### src/rtl/pong_mmio_pkg.sv
// Shared constants for the pong MMIO controller: register offsets, game-state
// reset values, status bit positions and the commit FSM encoding.
package pong_mmio_pkg;

  localparam logic [11:0] OFF_KEY      = 12'd0;
  localparam logic [11:0] OFF_KEY_HEAD = 12'd1;
  localparam logic [11:0] OFF_STATUS   = 12'd2;
  localparam logic [11:0] OFF_BALL_X   = 12'd10;
  localparam logic [11:0] OFF_BALL_Y   = 12'd11;
  localparam logic [11:0] OFF_PAD_L    = 12'd12;
  localparam logic [11:0] OFF_PAD_R    = 12'd13;
  localparam logic [11:0] OFF_SCORE    = 12'd14;
  localparam logic [11:0] OFF_COMMIT   = 12'd15;

  localparam logic [9:0] RST_BALL_X = 10'd315;
  localparam logic [9:0] RST_BALL_Y = 10'd235;
  localparam logic [8:0] RST_PADDLE = 9'd220;
  localparam logic [7:0] RST_SCORE  = 8'd0;

  localparam int STAT_OVERFLOW_BIT = 5;
  localparam int STAT_PENDING_BIT  = 6;
  localparam int STAT_VSYNC_BIT    = 7;
  localparam int STAT_FRAME_LSB    = 16;

  typedef enum logic [1:0] {
    ST_IDLE    = 2'd0,
    ST_PENDING = 2'd1,
    ST_COMMIT  = 2'd2
  } commit_state_e;

endpackage

### src/rtl/pong_mmio_ctrl_if.sv
// Processor data-port bus: address, store data, store strobe and load data.
interface pong_mmio_ctrl_if;
  logic [11:0] cpu_addr;
  logic [31:0] cpu_wdata;
  logic        cpu_wren;
  logic [31:0] cpu_rdata;

  modport master (output cpu_addr, output cpu_wdata, output cpu_wren, input cpu_rdata);
  modport slave  (input cpu_addr, input cpu_wdata, input cpu_wren, output cpu_rdata);
endinterface

### src/rtl/pong_key_fifo.sv
// Small synchronous FIFO; a push into a full FIFO is dropped unless a pop in
// the same cycle frees the slot, and the drop is flagged for one cycle.
module pong_key_fifo #(
  parameter int DEPTH = 4,
  parameter int WIDTH = 8,
  localparam int AW = $clog2(DEPTH)
) (
  input  logic             clock,
  input  logic             resetn,
  input  logic             push,
  input  logic [WIDTH-1:0] push_data,
  input  logic             pop,
  output logic [WIDTH-1:0] head,
  output logic             full,
  output logic             empty,
  output logic [AW:0]      count,
  output logic             dropped
);

  localparam logic [AW:0]   FULL_CNT = DEPTH[AW:0];
  localparam logic [AW:0]   CNT_ONE  = {{AW{1'b0}}, 1'b1};
  localparam logic [AW-1:0] PTR_ONE  = {{(AW-1){1'b0}}, 1'b1};

  logic [WIDTH-1:0] mem [DEPTH];
  logic [AW-1:0]    wr_ptr;
  logic [AW-1:0]    rd_ptr;
  logic             push_ok;
  logic             pop_ok;

  assign full    = (count == FULL_CNT);
  assign empty   = (count == '0);
  assign pop_ok  = pop && !empty;
  assign push_ok = push && (!full || pop_ok);
  assign dropped = push && !push_ok;
  assign head    = mem[rd_ptr];

  always_ff @(posedge clock) begin
    if (push_ok) mem[wr_ptr] <= push_data;
  end

  always_ff @(posedge clock or negedge resetn) begin
    if (!resetn) begin
      wr_ptr <= '0;
      rd_ptr <= '0;
      count  <= '0;
    end else begin
      if (push_ok) wr_ptr <= wr_ptr + PTR_ONE;
      if (pop_ok)  rd_ptr <= rd_ptr + PTR_ONE;
      case ({push_ok, pop_ok})
        2'b10:   count <= count + CNT_ONE;
        2'b01:   count <= count - CNT_ONE;
        default: count <= count;
      endcase
    end
  end

endmodule

### src/rtl/pong_mmio_ctrl.sv
// MMIO controller: address decode, key FIFO, and double-buffered game state
// that is committed to the VGA side only on a vsync falling edge.
module pong_mmio_ctrl
  import pong_mmio_pkg::*;
#(
  parameter int KEY_FIFO_DEPTH = 4,
  parameter int MMIO_BASE      = 2000
) (
  input  logic                    clock,
  input  logic                    resetn,
  pong_mmio_ctrl_if.slave         cpu,
  input  logic [31:0]             dmem_q,
  output logic                    dmem_wren,
  input  logic                    ps2_key_pressed,
  input  logic [7:0]              ps2_key_data,
  input  logic                    vga_vs,
  output logic [9:0]              ball_x,
  output logic [9:0]              ball_y,
  output logic [8:0]              paddle_left_y,
  output logic [8:0]              paddle_right_y,
  output logic [7:0]              score
);

  localparam int          KAW  = $clog2(KEY_FIFO_DEPTH);
  localparam logic [11:0] BASE = 12'(MMIO_BASE);

  logic [11:0]   offset;
  logic          is_mmio;
  logic          wr_mmio;
  logic          wr_commit;
  logic          vs_q;
  logic          vs_fall;
  logic          key_q;
  logic          key_edge;
  logic [7:0]    last_key;
  logic          overflow;
  logic [15:0]   frame_count;
  logic [7:0]    fifo_head;
  logic          fifo_full;
  logic          fifo_empty;
  logic [KAW:0]  fifo_count;
  logic          fifo_dropped;
  logic [9:0]    sh_ball_x;
  logic [9:0]    sh_ball_y;
  logic [8:0]    sh_pad_l;
  logic [8:0]    sh_pad_r;
  logic [7:0]    sh_score;
  commit_state_e state_q;
  commit_state_e state_d;
  logic          unused_wdata;

  assign is_mmio      = (cpu.cpu_addr >= BASE);
  assign offset       = cpu.cpu_addr - BASE;
  assign wr_mmio      = cpu.cpu_wren && is_mmio;
  assign wr_commit    = wr_mmio && (offset == OFF_COMMIT);
  assign dmem_wren    = cpu.cpu_wren && !is_mmio;
  assign vs_fall      = vs_q && !vga_vs;
  assign key_edge     = ps2_key_pressed && !key_q;
  assign unused_wdata = ^cpu.cpu_wdata[31:10];

  pong_key_fifo #(
    .DEPTH (KEY_FIFO_DEPTH),
    .WIDTH (8)
  ) u_key_fifo (
    .clock     (clock),
    .resetn    (resetn),
    .push      (key_edge),
    .push_data (ps2_key_data),
    .pop       (wr_mmio && (offset == OFF_KEY_HEAD)),
    .head      (fifo_head),
    .full      (fifo_full),
    .empty     (fifo_empty),
    .count     (fifo_count),
    .dropped   (fifo_dropped)
  );

  always_ff @(posedge clock or negedge resetn) begin
    if (!resetn) begin
      vs_q        <= 1'b1;
      key_q       <= 1'b0;
      last_key    <= '0;
      overflow    <= 1'b0;
      frame_count <= '0;
    end else begin
      vs_q  <= vga_vs;
      key_q <= ps2_key_pressed;
      if (key_edge) last_key <= ps2_key_data;
      // A drop in the same cycle as a clear leaves the flag set.
      if (fifo_dropped)                               overflow <= 1'b1;
      else if (wr_mmio && (offset == OFF_STATUS))     overflow <= 1'b0;
      if (vs_fall) frame_count <= frame_count + 16'd1;
    end
  end

  always_ff @(posedge clock or negedge resetn) begin
    if (!resetn) begin
      sh_ball_x      <= RST_BALL_X;
      sh_ball_y      <= RST_BALL_Y;
      sh_pad_l       <= RST_PADDLE;
      sh_pad_r       <= RST_PADDLE;
      sh_score       <= RST_SCORE;
      ball_x         <= RST_BALL_X;
      ball_y         <= RST_BALL_Y;
      paddle_left_y  <= RST_PADDLE;
      paddle_right_y <= RST_PADDLE;
      score          <= RST_SCORE;
    end else begin
      if (wr_mmio && (offset == OFF_BALL_X)) sh_ball_x <= cpu.cpu_wdata[9:0];
      if (wr_mmio && (offset == OFF_BALL_Y)) sh_ball_y <= cpu.cpu_wdata[9:0];
      if (wr_mmio && (offset == OFF_PAD_L))  sh_pad_l  <= cpu.cpu_wdata[8:0];
      if (wr_mmio && (offset == OFF_PAD_R))  sh_pad_r  <= cpu.cpu_wdata[8:0];
      if (wr_mmio && (offset == OFF_SCORE))  sh_score  <= cpu.cpu_wdata[7:0];
      if (state_q == ST_COMMIT) begin
        ball_x         <= sh_ball_x;
        ball_y         <= sh_ball_y;
        paddle_left_y  <= sh_pad_l;
        paddle_right_y <= sh_pad_r;
        score          <= sh_score;
      end
    end
  end

  always_ff @(posedge clock or negedge resetn) begin
    if (!resetn) state_q <= ST_IDLE;
    else         state_q <= state_d;
  end

  // A commit request arriving from IDLE only arms the FSM, so a request made
  // on the same edge as vsync waits for the following frame.
  always_comb begin
    state_d = state_q;
    case (state_q)
      ST_IDLE:    if (wr_commit) state_d = ST_PENDING;
      ST_PENDING: if (vs_fall)   state_d = ST_COMMIT;
      ST_COMMIT:  state_d = wr_commit ? ST_PENDING : ST_IDLE;
      default:    state_d = ST_IDLE;
    endcase
  end

  always_comb begin
    cpu.cpu_rdata = '0;
    if (!is_mmio) begin
      cpu.cpu_rdata = dmem_q;
    end else begin
      case (offset)
        OFF_KEY:      cpu.cpu_rdata[7:0] = last_key;
        OFF_KEY_HEAD: if (!fifo_empty) cpu.cpu_rdata[8:0] = {1'b1, fifo_head};
        OFF_STATUS: begin
          cpu.cpu_rdata[KAW:0]             = fifo_count;
          cpu.cpu_rdata[STAT_OVERFLOW_BIT] = overflow;
          cpu.cpu_rdata[STAT_PENDING_BIT]  = (state_q == ST_PENDING);
          cpu.cpu_rdata[STAT_VSYNC_BIT]    = !vs_q;
          cpu.cpu_rdata[31:STAT_FRAME_LSB] = frame_count;
        end
        OFF_BALL_X:   cpu.cpu_rdata[9:0] = sh_ball_x;
        OFF_BALL_Y:   cpu.cpu_rdata[9:0] = sh_ball_y;
        OFF_PAD_L:    cpu.cpu_rdata[8:0] = sh_pad_l;
        OFF_PAD_R:    cpu.cpu_rdata[8:0] = sh_pad_r;
        OFF_SCORE:    cpu.cpu_rdata[7:0] = sh_score;
        default:      cpu.cpu_rdata = '0;
      endcase
    end
  end

endmodule

### src/flat_wrapper.sv
// flat-port wrapper written by rule: the top's interface ports become plain ports
module pong_mmio_ctrl_flat import pong_mmio_pkg::*;
#(
  parameter int KEY_FIFO_DEPTH = 4,
  parameter int MMIO_BASE      = 2000
)
  (clock, resetn, dmem_q, dmem_wren, ps2_key_pressed, ps2_key_data, vga_vs, ball_x, ball_y, paddle_left_y, paddle_right_y, score, cpu_cpu_addr, cpu_cpu_wdata, cpu_cpu_wren, cpu_cpu_rdata);
  pong_mmio_ctrl_if cpu_i ();
  input  logic clock;
  input  logic resetn;
  input  logic [31:0] dmem_q;
  output logic dmem_wren;
  input  logic ps2_key_pressed;
  input  logic [7:0] ps2_key_data;
  input  logic vga_vs;
  output logic [9:0] ball_x;
  output logic [9:0] ball_y;
  output logic [8:0] paddle_left_y;
  output logic [8:0] paddle_right_y;
  output logic [7:0] score;
  input wire logic [$bits(cpu_i.cpu_addr)-1:0] cpu_cpu_addr;
  input wire logic [$bits(cpu_i.cpu_wdata)-1:0] cpu_cpu_wdata;
  input wire logic [$bits(cpu_i.cpu_wren)-1:0] cpu_cpu_wren;
  output wire logic [$bits(cpu_i.cpu_rdata)-1:0] cpu_cpu_rdata;
  assign cpu_i.cpu_addr = cpu_cpu_addr;
  assign cpu_i.cpu_wdata = cpu_cpu_wdata;
  assign cpu_i.cpu_wren = cpu_cpu_wren;
  assign cpu_cpu_rdata = cpu_i.cpu_rdata;
  pong_mmio_ctrl #(.KEY_FIFO_DEPTH(KEY_FIFO_DEPTH), .MMIO_BASE(MMIO_BASE)) u_core (.clock(clock), .resetn(resetn), .cpu(cpu_i), .dmem_q(dmem_q), .dmem_wren(dmem_wren), .ps2_key_pressed(ps2_key_pressed), .ps2_key_data(ps2_key_data), .vga_vs(vga_vs), .ball_x(ball_x), .ball_y(ball_y), .paddle_left_y(paddle_left_y), .paddle_right_y(paddle_right_y), .score(score));
endmodule
### config.mk
export PLATFORM = sky130hd
export DESIGN_NAME = pong_mmio_ctrl_flat
export DESIGN_NICKNAME = d
export VERILOG_FILES = /design/src/rtl/pong_mmio_pkg.sv /design/src/rtl/pong_mmio_ctrl_if.sv /design/src/rtl/pong_key_fifo.sv /design/src/rtl/pong_mmio_ctrl.sv /design/src/flat_wrapper.sv
export SDC_FILE = /design/constraint.sdc
export NUM_CORES = 1
export LEC_CHECK = 0
export BUFFER_PORTS_ARGS = -buffer_cell sky130_fd_sc_hd__buf_2
export CORE_ASPECT_RATIO = 1.5
export CORE_MARGIN = 10
export CORE_UTILIZATION = 45
export CTS_BUF_LIST = sky130_fd_sc_hd__clkbuf_8 sky130_fd_sc_hd__clkbuf_16
export CTS_CLUSTER_SIZE = 20
export DETAILED_ROUTE_END_ITERATION = 6
export PLACE_DENSITY = 0.73
export SETUP_SLACK_MARGIN = 0.1
export SLEW_MARGIN = 40
export SYNTH_ARGS = -nofsm -noshare
export SYNTH_HDL_FRONTEND = slang
export SYNTH_SLANG_ARGS = --single-unit
### constraint.sdc
create_clock -name clock -period 3.5 [get_ports clock]
set_input_delay 0.35 -clock clock [delete_from_list [all_inputs] [get_ports clock]]
set_output_delay 0.35 -clock clock [all_outputs]
set_load 0.02 [all_outputs]
==> results of run 1 <==
-- kinds of logic after synthesis --
logic type                 count (synthesis)  synth area share
DFF                                      160            0.5846
and+or+nand+nor                          134            0.1050
muxes                                    113            0.1875
AOI/OAI and AO/OA                         67           0.07366
buffers and inverters                     28           0.01594
xor gates and xnor gates                  18           0.02184
adders and majority gates                  6           0.01144
-- stage by stage --
| stage | hold slack [ns] | util | std cells | instance area (sq um) |
|---|---|---|---|---|
| 6_report | 0.05321 | 0.5582 | 888 | 8761 |
| 5_1_grt | 0.03239 | 0.5582 | 888 | 8761 |
| 4_1_cts | 0.04079 | 0.5572 | 886 | 8745 |
| 3_5_place_dp | 0.4665 | 0.5203 | 854 | 8167 |
| 3_3_place_gp | 0.4637 | 0.5200 | 854 | 8162 |
| 2_1_floorplan | 0.05441 | - | 526 | 7219 |
-- state kept, by name, summed over array words and instances (netlist names), 3 cells and up --
register                 count
u_core.ball_x               10
u_core.u_key_fifo.count      3
u_core.sh_ball_x            10
u_core.ball_y               10
u_core.sh_score              8
u_core.score                 8
u_core.u_key_fifo.mem       32
u_core.sh_pad_r              9
u_core.sh_ball_y            10
u_core.frame_count          16
u_core.last_key              8
u_core.paddle_right_y        9
u_core.sh_pad_l              9
u_core.paddle_left_y         9
-- cell type report --
class	instances	area, sq um
fillers	1297	6934
well taps	203	254.0
inverters	2	7.507
clock buffers	17	425.4
clock inverters	15	152.6
flip-flops and latches	160	4220
diodes	1	2.502
multi-input cells	338	2899
repair buffers	152	799.5
-- power groups by stage --
stage / Combinational [mW] / Clock, mW / Sequential (mW)
after floorplan: 0.272 / 0 / 2.12
after global placement: 0.402 / 0 / 2.14
after detailed placement: 0.430 / 0 / 2.16
after CTS: 0.433 / 1.85 / 2.13
after global routing: 0.481 / 1.94 / 2.15
final: 0.428 / 1.82 / 2.12
-- cell usage in the layout (no fill, tap or decap), types with 10 or more instances in the layout --
| cell type | netlist | final |
|---|---|---|
| buf_2 | 2 | 144 |
| mux2_2 | 98 | 98 |
| dfrtp_1 | 83 | 83 |
| nand2_1 | 45 | 45 |
| dfstp_2 | 45 | 45 |
| edfxtp_1 | 32 | 32 |
| a22o_1 | 23 | 23 |
| clkbuf_16 | 0 | 17 |
| nand3_1 | 15 | 15 |
| a22oi_1 | 14 | 14 |
| and2_1 | 13 | 13 |
| xnor2_1 | 13 | 13 |
| nor2_1 | 10 | 10 |
-- worst paths after layout --
check,slack [ns],to,startpoint,cells past startpoint
setup / recovery,0.53,cpu_cpu_rdata[5],cpu_cpu_addr[5],7
hold / removal,0.05,u_core.vs_q$_DFF_PN1_,vga_vs,1
setup reg to reg,1.27,u_core.u_key_fifo.count[2]$_DFFE_PN0P_,u_core.u_key_fifo.count[1]$_DFFE_PN0P_,6
hold reg to reg,0.48,u_core.last_key[6]$_DFFE_PN0P_,u_core.last_key[6]$_DFFE_PN0P_,2
max in group asynchronous,2.25,u_core.sh_pad_l[3]$_DFFE_PN1P_,resetn,3
min in group asynchronous,0.50,u_core.score[7]$_DFFE_PN0P_,resetn,2
-- layer usage --
layer  vias up  routed length (um)  GRT usage
met5         -                   0          0
met4         0                 413    0.06037
met3        35                1558    0.05034
met2       205               10250     0.3181
met1      2509                6592     0.1862
li1       2259                   -          -
==> results.yml, run 1 <==
pwr:
  power.switching_fraction: 0.2428
  clock_power_share: 0.416
  power.ir.vdd_worst_v: 0.0002832
  fin_total_pwr_mw: 4.372
  pwr-share-seq: 0.486
  net_sw_power_mw: 1.061
  intPower_mw: 3.311
  power_density_nw_per_um2: 499.1
  share_comb_of_total_power: 0.098
  static-leakage-power_nw: 4.075
finish:
  num-nets-final: 766
  areaGrowthSynthToFinish_pct: 21.35
  post_route_cells_drive_above_1_share: 0.4971
logic_synthesis:
  synth_area_per_cell_sq_um: 13.73
  yosysTopAreaCellShare: 0.2877
  syn_nets: 621
  synth_top_cells_by_area: "dfrtp_1 (29%), dfstp_2 (16%), mux2_2 (15%), edfxtp_1 (13%), a22o_1 (2.8%)"
  post_synth_design_cell_area_sq_um: 7219
  synth.distinct_cells: 55
  synth-edff-count: 32
  synth.ff_latch_count: 160
  synth-main-ff-cell: "dfrtp_1"
  synth.yosys.warnings: 0
  netlist_instances: 526
  area_leader_netlist: "dfrtp_1"
  ys_seq_area_frac: 0.5846
  cell_with_the_most_instances_after_synthesis: "mux2_2"
  synth-async-reset-ratio: 0.8000
  netlist_top_cells_count: "mux2_2 (98), dfrtp_1 (83), dfstp_2 (45), nand2_1 (45), edfxtp_1 (32)"
sta:
  final_period_minus_worst_setup_slack_ns: 2.973
  setup_violations: 0
  postLayoutSetupSlackWorst_ns: 0.5268
  setup_tns_ns: 0
  maxSlewViolCount: 0
  period_share: 0.8495
  clock_skew_ns: 0.005352
  grt_setup_unrepaired: "false"
  number_of_endpoints_with_negative_hold_slack_in_the_final_report: 0
  timing.fmax_mhz: 336.3
  tightestPinTransition_ns: 0.7645
  slew_headroom: 0.4885
hold_path:
  min_path_type: "in -> reg"
routing:
  route.vias.total: 5008
  wirelength_mm: 18.81
  post_route_ant_nets: 0
  routedWlPerCell_um: 21.18
  detailedRoute.firstIterationViolations: 327
  drc: 0
  via_per_inst: 5.640
  detailedRoute.firstPassIterationCount: 5
floorplan:
  core_sq_um: 15700
  floorplan.rows: 56
  die_height_um: 175.1
  initial_core_util: 0.4600
  design.die.area_sq_um: 21610
  ioPinCount: 168
  die_w_um: 123.4
clock_tree:
  holdBufCountCts: 0
  worstSkewPairLatency_ns: 0.42
  ctsHtreeMaxLevel: 4
  max-clock-path-buffers: 2
  cts_tree: "yes"
  cts_root_buf: "clkbuf_16"
  clock_transition_at_the_registers_of_the_reported_paths_ns: 0.06
  clock_sink_count: 160
  postCtsSetupBuffers: 0
  cts-buffers-inserted: 17
  post_cts.resized_instances: 0
critical_path:
  timing.critical_path.max_delay_family: "simple AND/OR/NAND/NOR gates"
  setup.worst_path.end_class: "output pin"
  critPathKind: "in -> out"
  critPathLaunchType: "input pin"
  max_stage_delay_ns: 0.62
  required_ns: 3.15
  path_common_cell: "buf_2"
  crit_path_slowest_cell: "or3_1"
  worstPathBufferInverterCount: 2
  critPathArrivalTime_ns: 2.62
  timing.critical_path.cells: "buf_2 > nand4b_1 > or3_1 > nor2_1 > a221oi_1 > o211ai_1 > buf_2"
  critical_path_peak_fanout: 10
global_route:
  overflow: 0
  global_route_wire_length_before_repair_mm: 29.29
  grt_start_max_net_pins: 69
  grt_antenna_before_repair: 1
  globalRouteTotalUtil: 0.1754
  grt_pass1_vias: 5326
placement:
  dp_worst_setup_slack_ns: 0.5696
  io_buffer_count: 145
  place_congestion: 0.9049
  dp.final_hpwl_mm: 14.32
flow_run:
  drv_cap: 0
run_status:
  outcome: "finished, final reports clean"
Note: power is estimated with default switching activity, not from simulation.
==> run 2, diff against run 1 <==
==> constraint.sdc (replaced) <==
create_clock -name clock -period 3 [get_ports clock]
set_input_delay 0.3 -clock clock [delete_from_list [all_inputs] [get_ports clock]]
set_output_delay 0.3 -clock clock [all_outputs]
set_load 0.02 [all_outputs]
==> run 2 against run 1 <==
Net effect: critical path depth grew 1; final cell count grew 1.0%; highest routed layer unchanged; total power grew 17%.
==> results.yml, run 2 (synthesized netlist as in run 1, its figures left out) <==
run_status:
  outcome: "finished, final reports clean"
finish:
  post_route_cells_drive_above_1_share: 0.5065
  final_common_cell: "buf_2"
  areaGrowthSynthToFinish_pct: 22.62
  n_fill_cell: 1301
  stdcell_count: 897
  num-nets-final: 775
  registers.top_by_ff_count: "u_core.u_key_fifo.mem"
  most_frequent_cells_in_the_layout: "buf_2 (144), mux2_2 (98), dfrtp_1 (83)"
  sequential_cell_area_sq_um: 4220
  area_occupied_by_multi_input_gates_sq_um: 2894
  layout_top_registers: "u_core.u_key_fifo.mem (32), u_core.frame_count (16)"
  largest_register_ffs: 32
clock_tree:
  cts_root_buf: "clkbuf_16"
  postCtsSetupBuffers: 0
  cts-buffers-inserted: 17
  post_cts.resized_instances: 0
  clock_transition_at_the_registers_of_the_reported_paths_ns: 0.06
  ctsHtreeMaxLevel: 4
  cts_tree: "yes"
  holdBufCountCts: 2
  worstSkewPairLatency_ns: 0.43
  max-clock-path-buffers: 2
  clock_sink_count: 160
placement:
  dp_cells: 862
  io_buffer_count: 145
  place_congestion: 0.9130
  dp.final_hpwl_mm: 14.47
critical_path:
  timing.rr.start: "u_core.u_key_fifo.count[1]$_DFFE_PN0P_"
  critPathKind: "in -> out"
  critical_path_peak_fanout: 10
  setup.worst_path.end: "cpu_cpu_rdata[2]"
  required_ns: 2.70
  setup.worst_path.end_class: "output pin"
  critPathLaunchType: "input pin"
  r2r_setup_slack_ns: 0.74
  crit-reg2reg-capture: "u_core.u_key_fifo.count[2]$_DFFE_PN0P_"
  rr_worst_depth: 6
  crit_start: "cpu_cpu_addr[5]"
  critPathArrivalTime_ns: 2.36
floorplan:
  design.die.area_sq_um: 21610
  floorplan.rows: 56
  core_sq_um: 15700
  die_height_um: 175.1
  ioPinCount: 168
  die_w_um: 123.4
  initial_core_util: 0.4600
global_route:
  globalRouteTotalUtil: 0.1758
  global_route_wire_length_before_repair_mm: 29.42
  grt_pass1_vias: 5478
  grt_start_max_net_pins: 61
  overflow: 0
  grt_antenna_before_repair: 1
sta:
  clock_skew_ns: 0.01436
  tightestPinTransition_ns: 0.6387
  maxSlewViolCount: 0
  final_period_minus_worst_setup_slack_ns: 2.664
  slew_headroom: 0.5719
  grt_setup_unrepaired: "false"
  number_of_endpoints_with_negative_hold_slack_in_the_final_report: 0
  setup_violations: 0
  setup_tns_ns: 0
  timing.fmax_mhz: 375.3
  period_share: 0.8881
hold_path:
  hold_start: "ps2_key_pressed"
  min_path_type: "in -> reg"
pwr:
  power_density_nw_per_um2: 579.8
  static-leakage-power_nw: 4.140
  power.ir.vdd_worst_v: 0.0003531
routing:
  routedWlPerCell_um: 20.83
  post_route_ant_nets: 0
  wirelength_mm: 18.69
  route.vias.total: 5006
  via_per_inst: 5.581
  detailedRoute.firstPassIterationCount: 4
  drc: 0
  detailedRoute.firstIterationViolations: 308
flow_run:
  drv_cap: 0
==> run 2: worst max-delay path: stages <==
cell and delay [ns]:
buf_2 0.10, nand4b_1 0.37, or3_1 0.61, nor2_1 0.38, buf_4 0.21, a22oi_1 0.06, o2111ai_1 0.11, buf_2 0.22
==> run 2: final cells by class <==
type / count / area share
Inverter: 2 / 0.0008481
Clock buffer: 18 / 0.04961
Timing Repair Buffer: 161 / 0.09965
Multi-Input combinational cell: 338 / 0.3269
Tap cell: 203 / 0.02869
Sequential cell: 160 / 0.4767
Antenna cell: 1 / 0.0002827
Clock inverter: 14 / 0.01724
==> run 2: worst min path at each step <==
stage | endpoint | depth (start not counted) | slack, ns
2_1_floorplan | u_core.ball_x[2]$_DFFE_PN0P_ | 0 | 0.004
3_3_place_gp | u_core.score[7]$_DFFE_PN0P_ | 1 | 0.40
3_5_place_dp | u_core.score[7]$_DFFE_PN0P_ | 1 | 0.43
4_1_cts | u_core.key_q$_DFF_PN0_ | 1 | 0.003
5_1_grt | u_core.key_q$_DFF_PN0_ | 1 | 0.01
6_report | u_core.key_q$_DFF_PN0_ | 1 | 0.008
==> run 2: stage by stage <==
stage	worst slack, ns	power, mW	hold WS, ns	util	area (sq um)
6_report	0.3356	5.132	0.008017	0.5640	8852
5_1_grt	0.1982	5.344	0.01238	0.5640	8852
4_1_cts	0.3351	5.177	0.002776	0.5636	8846
3_5_place_dp	0.3420	3.023	0.4334	0.5246	8234
3_3_place_gp	0.4047	2.977	0.4013	0.5246	8234
2_1_floorplan	0.7464	2.789	0.004409	-	7219
==> run 2: per-layer routing <==
layer | global-route usage | part of all wire | up-vias
li1 | - | - | 2279
met1 | 0.1880 | 0.36 | 2515
met2 | 0.3117 | 0.53 | 170
met3 | 0.04937 | 0.076 | 42
met4 | 0.07449 | 0.031 | 0
met5 | 0 | 0 | -
==> run 2: power by group <==
part	switching [mW]	leakage, nW	total [mW]	internal, mW
registers	0.120	1.88	2.48	2.36
logic	0.287	1.96	0.504	0.217
clock network	0.831	0.301	2.15	1.31
total	1.24	4.14	5.13	3.89
==> run 3, diff against run 2 <==
--- a/config.mk
+++ b/config.mk
@@ -6,13 +6,15 @@
 export NUM_CORES = 1
 export LEC_CHECK = 0
 export BUFFER_PORTS_ARGS = -buffer_cell sky130_fd_sc_hd__buf_2
+export CELL_PAD_IN_SITES_DETAIL_PLACEMENT = 0
+export CELL_PAD_IN_SITES_GLOBAL_PLACEMENT = 2
 export CORE_ASPECT_RATIO = 1.5
 export CORE_MARGIN = 10
-export CORE_UTILIZATION = 45
+export CORE_UTILIZATION = 36
 export CTS_BUF_LIST = sky130_fd_sc_hd__clkbuf_8 sky130_fd_sc_hd__clkbuf_16
 export CTS_CLUSTER_SIZE = 20
 export DETAILED_ROUTE_END_ITERATION = 6
-export PLACE_DENSITY = 0.73
+export PLACE_DENSITY = 0.83
 export SETUP_SLACK_MARGIN = 0.1
 export SLEW_MARGIN = 40
 export SYNTH_ARGS = -nofsm -noshare
==> run 3 against run 2 <==
Net effect: combinational power hardly changed; sequential share of layout area is 0.35 points lower; final cell count is 6.7% higher; clock skew is 0.0053 ns lower; critical path type is now reg -> out; sequential cell count stayed put; highest routed layer unchanged; worst setup slack better by 0.014 ns; worst hold slack better by 0.098 ns; clock power is 4% lower; register-to-register slack worse by 0.04 ns; via count is 1.3% lower; total power is 1.4% lower; final area is 0.78% higher.
==> results.yml, run 3 (synthesized netlist as in run 1, its figures left out) <==
routing:
  route.vias.total: 4941
  wirelength_mm: 19.68
  routedWlPerCell_um: 20.56
  detailedRoute.firstIterationViolations: 300
  drc: 0
  via_per_inst: 5.163
  detailedRoute.firstPassIterationCount: 4
  post_route_ant_nets: 0
global_route:
  globalRouteTotalUtil: 0.1511
  grt_pass1_vias: 5307
  global_route_wire_length_before_repair_mm: 30.55
  grt_start_max_net_pins: 60
  overflow: 0
  grt_antenna_before_repair: 0
sta:
  tightestPinTransition_ns: 0.5653
  final_period_minus_worst_setup_slack_ns: 2.651
  period_share: 0.8836
  maxSlewViolCount: 0
  clock_skew_ns: 0.009091
  slew_headroom: 0.6231
  postLayoutSetupSlackWorst_ns: 0.3492
  number_of_endpoints_with_negative_hold_slack_in_the_final_report: 0
  timing.fmax_mhz: 377.2
  grt_setup_unrepaired: "false"
  setup_tns_ns: 0
  setup_violations: 0
critical_path:
  setup.worst_path.end_class: "output pin"
  required_ns: 2.70
  critical_path_peak_fanout: 5
  critPathArrivalTime_ns: 2.35
  critPathKind: "reg -> out"
  critPathLaunchType: "flip-flop"
pwr:
  static-leakage-power_nw: 4.141
  fin_total_pwr_mw: 5.059
  power_density_nw_per_um2: 567.1
  power.ir.vdd_worst_v: 0.0004638
finish:
  most_frequent_cells_in_the_layout: "buf_2 (144), mux2_2 (98), dfrtp_1 (82)"
  registers.top_by_ff_count: "u_core.u_key_fifo.mem"
  num-nets-final: 779
  largest_register_ffs: 32
  post_route_cells_drive_above_1_share: 0.5065
  final_common_cell: "buf_2"
  areaGrowthSynthToFinish_pct: 23.57
  num_antenna_cells: 0
  layout_top_registers: "u_core.u_key_fifo.mem (32), u_core.frame_count (16)"
clock_tree:
  clock_transition_at_the_registers_of_the_reported_paths_ns: 0.06
  cts-buffers-inserted: 17
  clock_sink_count: 160
  ctsHtreeMaxLevel: 4
  cts_tree: "yes"
  max-clock-path-buffers: 2
  cts_root_buf: "clkbuf_16"
  postCtsSetupBuffers: 0
  worstSkewPairLatency_ns: 0.43
run_status:
  outcome: "finished, final reports clean"
floorplan:
  floorplan.rows: 63
  die_w_um: 135.6
  die_height_um: 193.4
  initial_core_util: 0.3649
  ioPinCount: 168
  design.die.area_sq_um: 26240
  core_sq_um: 19790
placement:
  dp_worst_setup_slack_ns: 0.4222
  place_congestion: 0.8376
  dp.final_hpwl_mm: 15.25
  io_buffer_count: 145
flow_run:
  drv_cap: 0
hold_path:
  min_path_type: "in -> reg"
-- run 3: cell count changes in the layout (fill, tap and decap cells not counted), sizes merged --
cell	delta
buf	+3
inv	+3
clkinv	-3
diode	-1
dlygate4sd3	+1
clkbuf	+1
bufinv	-2
clkinvlp	+1
-- run 3: metrics by stage --
step	area (sq um)	hold slack, ns	util	instances
floorplan	7219	0.004409	-	526
global route	8921	0.09536	0.4509	957
CTS	8920	0.09335	0.4508	957
detailed placement	8315	0.2575	0.4203	922
global placement	8315	0.2412	0.4203	922
finish	8921	0.1064	0.4509	957
-- run 3: worst paths after layout --
kind                                                                 to  depth (start not counted)  slack (ns)                              startpoint
min in group asynchronous          u_core.paddle_right_y[0]$_DFFE_PN0P_                          2        0.34                                  resetn
worst min register to register           u_core.last_key[1]$_DFFE_PN0P_                          2        0.49          u_core.last_key[1]$_DFFE_PN0P_
worst max-delay path                                   cpu_cpu_rdata[8]                          7        0.35  u_core.u_key_fifo.count[0]$_DFFE_PN0P_
worst min-delay path              u_core.u_key_fifo.mem[2][4]$_DFFE_PP_                          1        0.11                         ps2_key_data[4]
max in group asynchronous       u_core.u_key_fifo.rd_ptr[0]$_DFFE_PN0P_                          3        1.74                                  resetn
worst max register to register   u_core.u_key_fifo.count[2]$_DFFE_PN0P_                          6        0.70  u_core.u_key_fifo.count[0]$_DFFE_PN0P_
-- run 3: layout make-up --
cell class	count	area (sq um)
sequential	160	4222
fill	1826	10860
inverter	2	7.507
clock buffer	19	475.5
clock inverter	13	98.84
tap	260	325.3
timing repair buffer	165	898.4
multi-input combinational	338	2894
-- run 3: repair_timing --
item,4_1_cts,5_1_grt
endpoints found under the setup margin,0,1
hold buffers,3,0
hold endpoints to repair,22,0
gates resized for setup,0,1
-- run 3: report_power, final --
group	total, mW	internal (mW)	leakage, nW	switching, mW
sequential	2.49	2.36	1.87	0.123
clock	2.07	1.22	0.293	0.844
combinational	0.507	0.217	1.97	0.290
-- run 3: worst max-delay path, stage by stage, from the launching register on --
cell and delay, ns:
dfrtp_1 0.46, or3_1 0.43, nand2b_1 0.16, nor2_1 0.10, buf_4 0.19, a221oi_1 0.19
o21ai_0 0.18, buf_2 0.20
-- run 3: per-layer routing --
metal | up-vias | track usage | wire [um]
met3 | 36 | 0.03916 | 916
met2 | 121 | 0.2604 | 10490
met5 | - | 0 | 0
met1 | 2506 | 0.1675 | 7600
li1 | 2278 | - | -
met4 | 0 | 0.07137 | 665
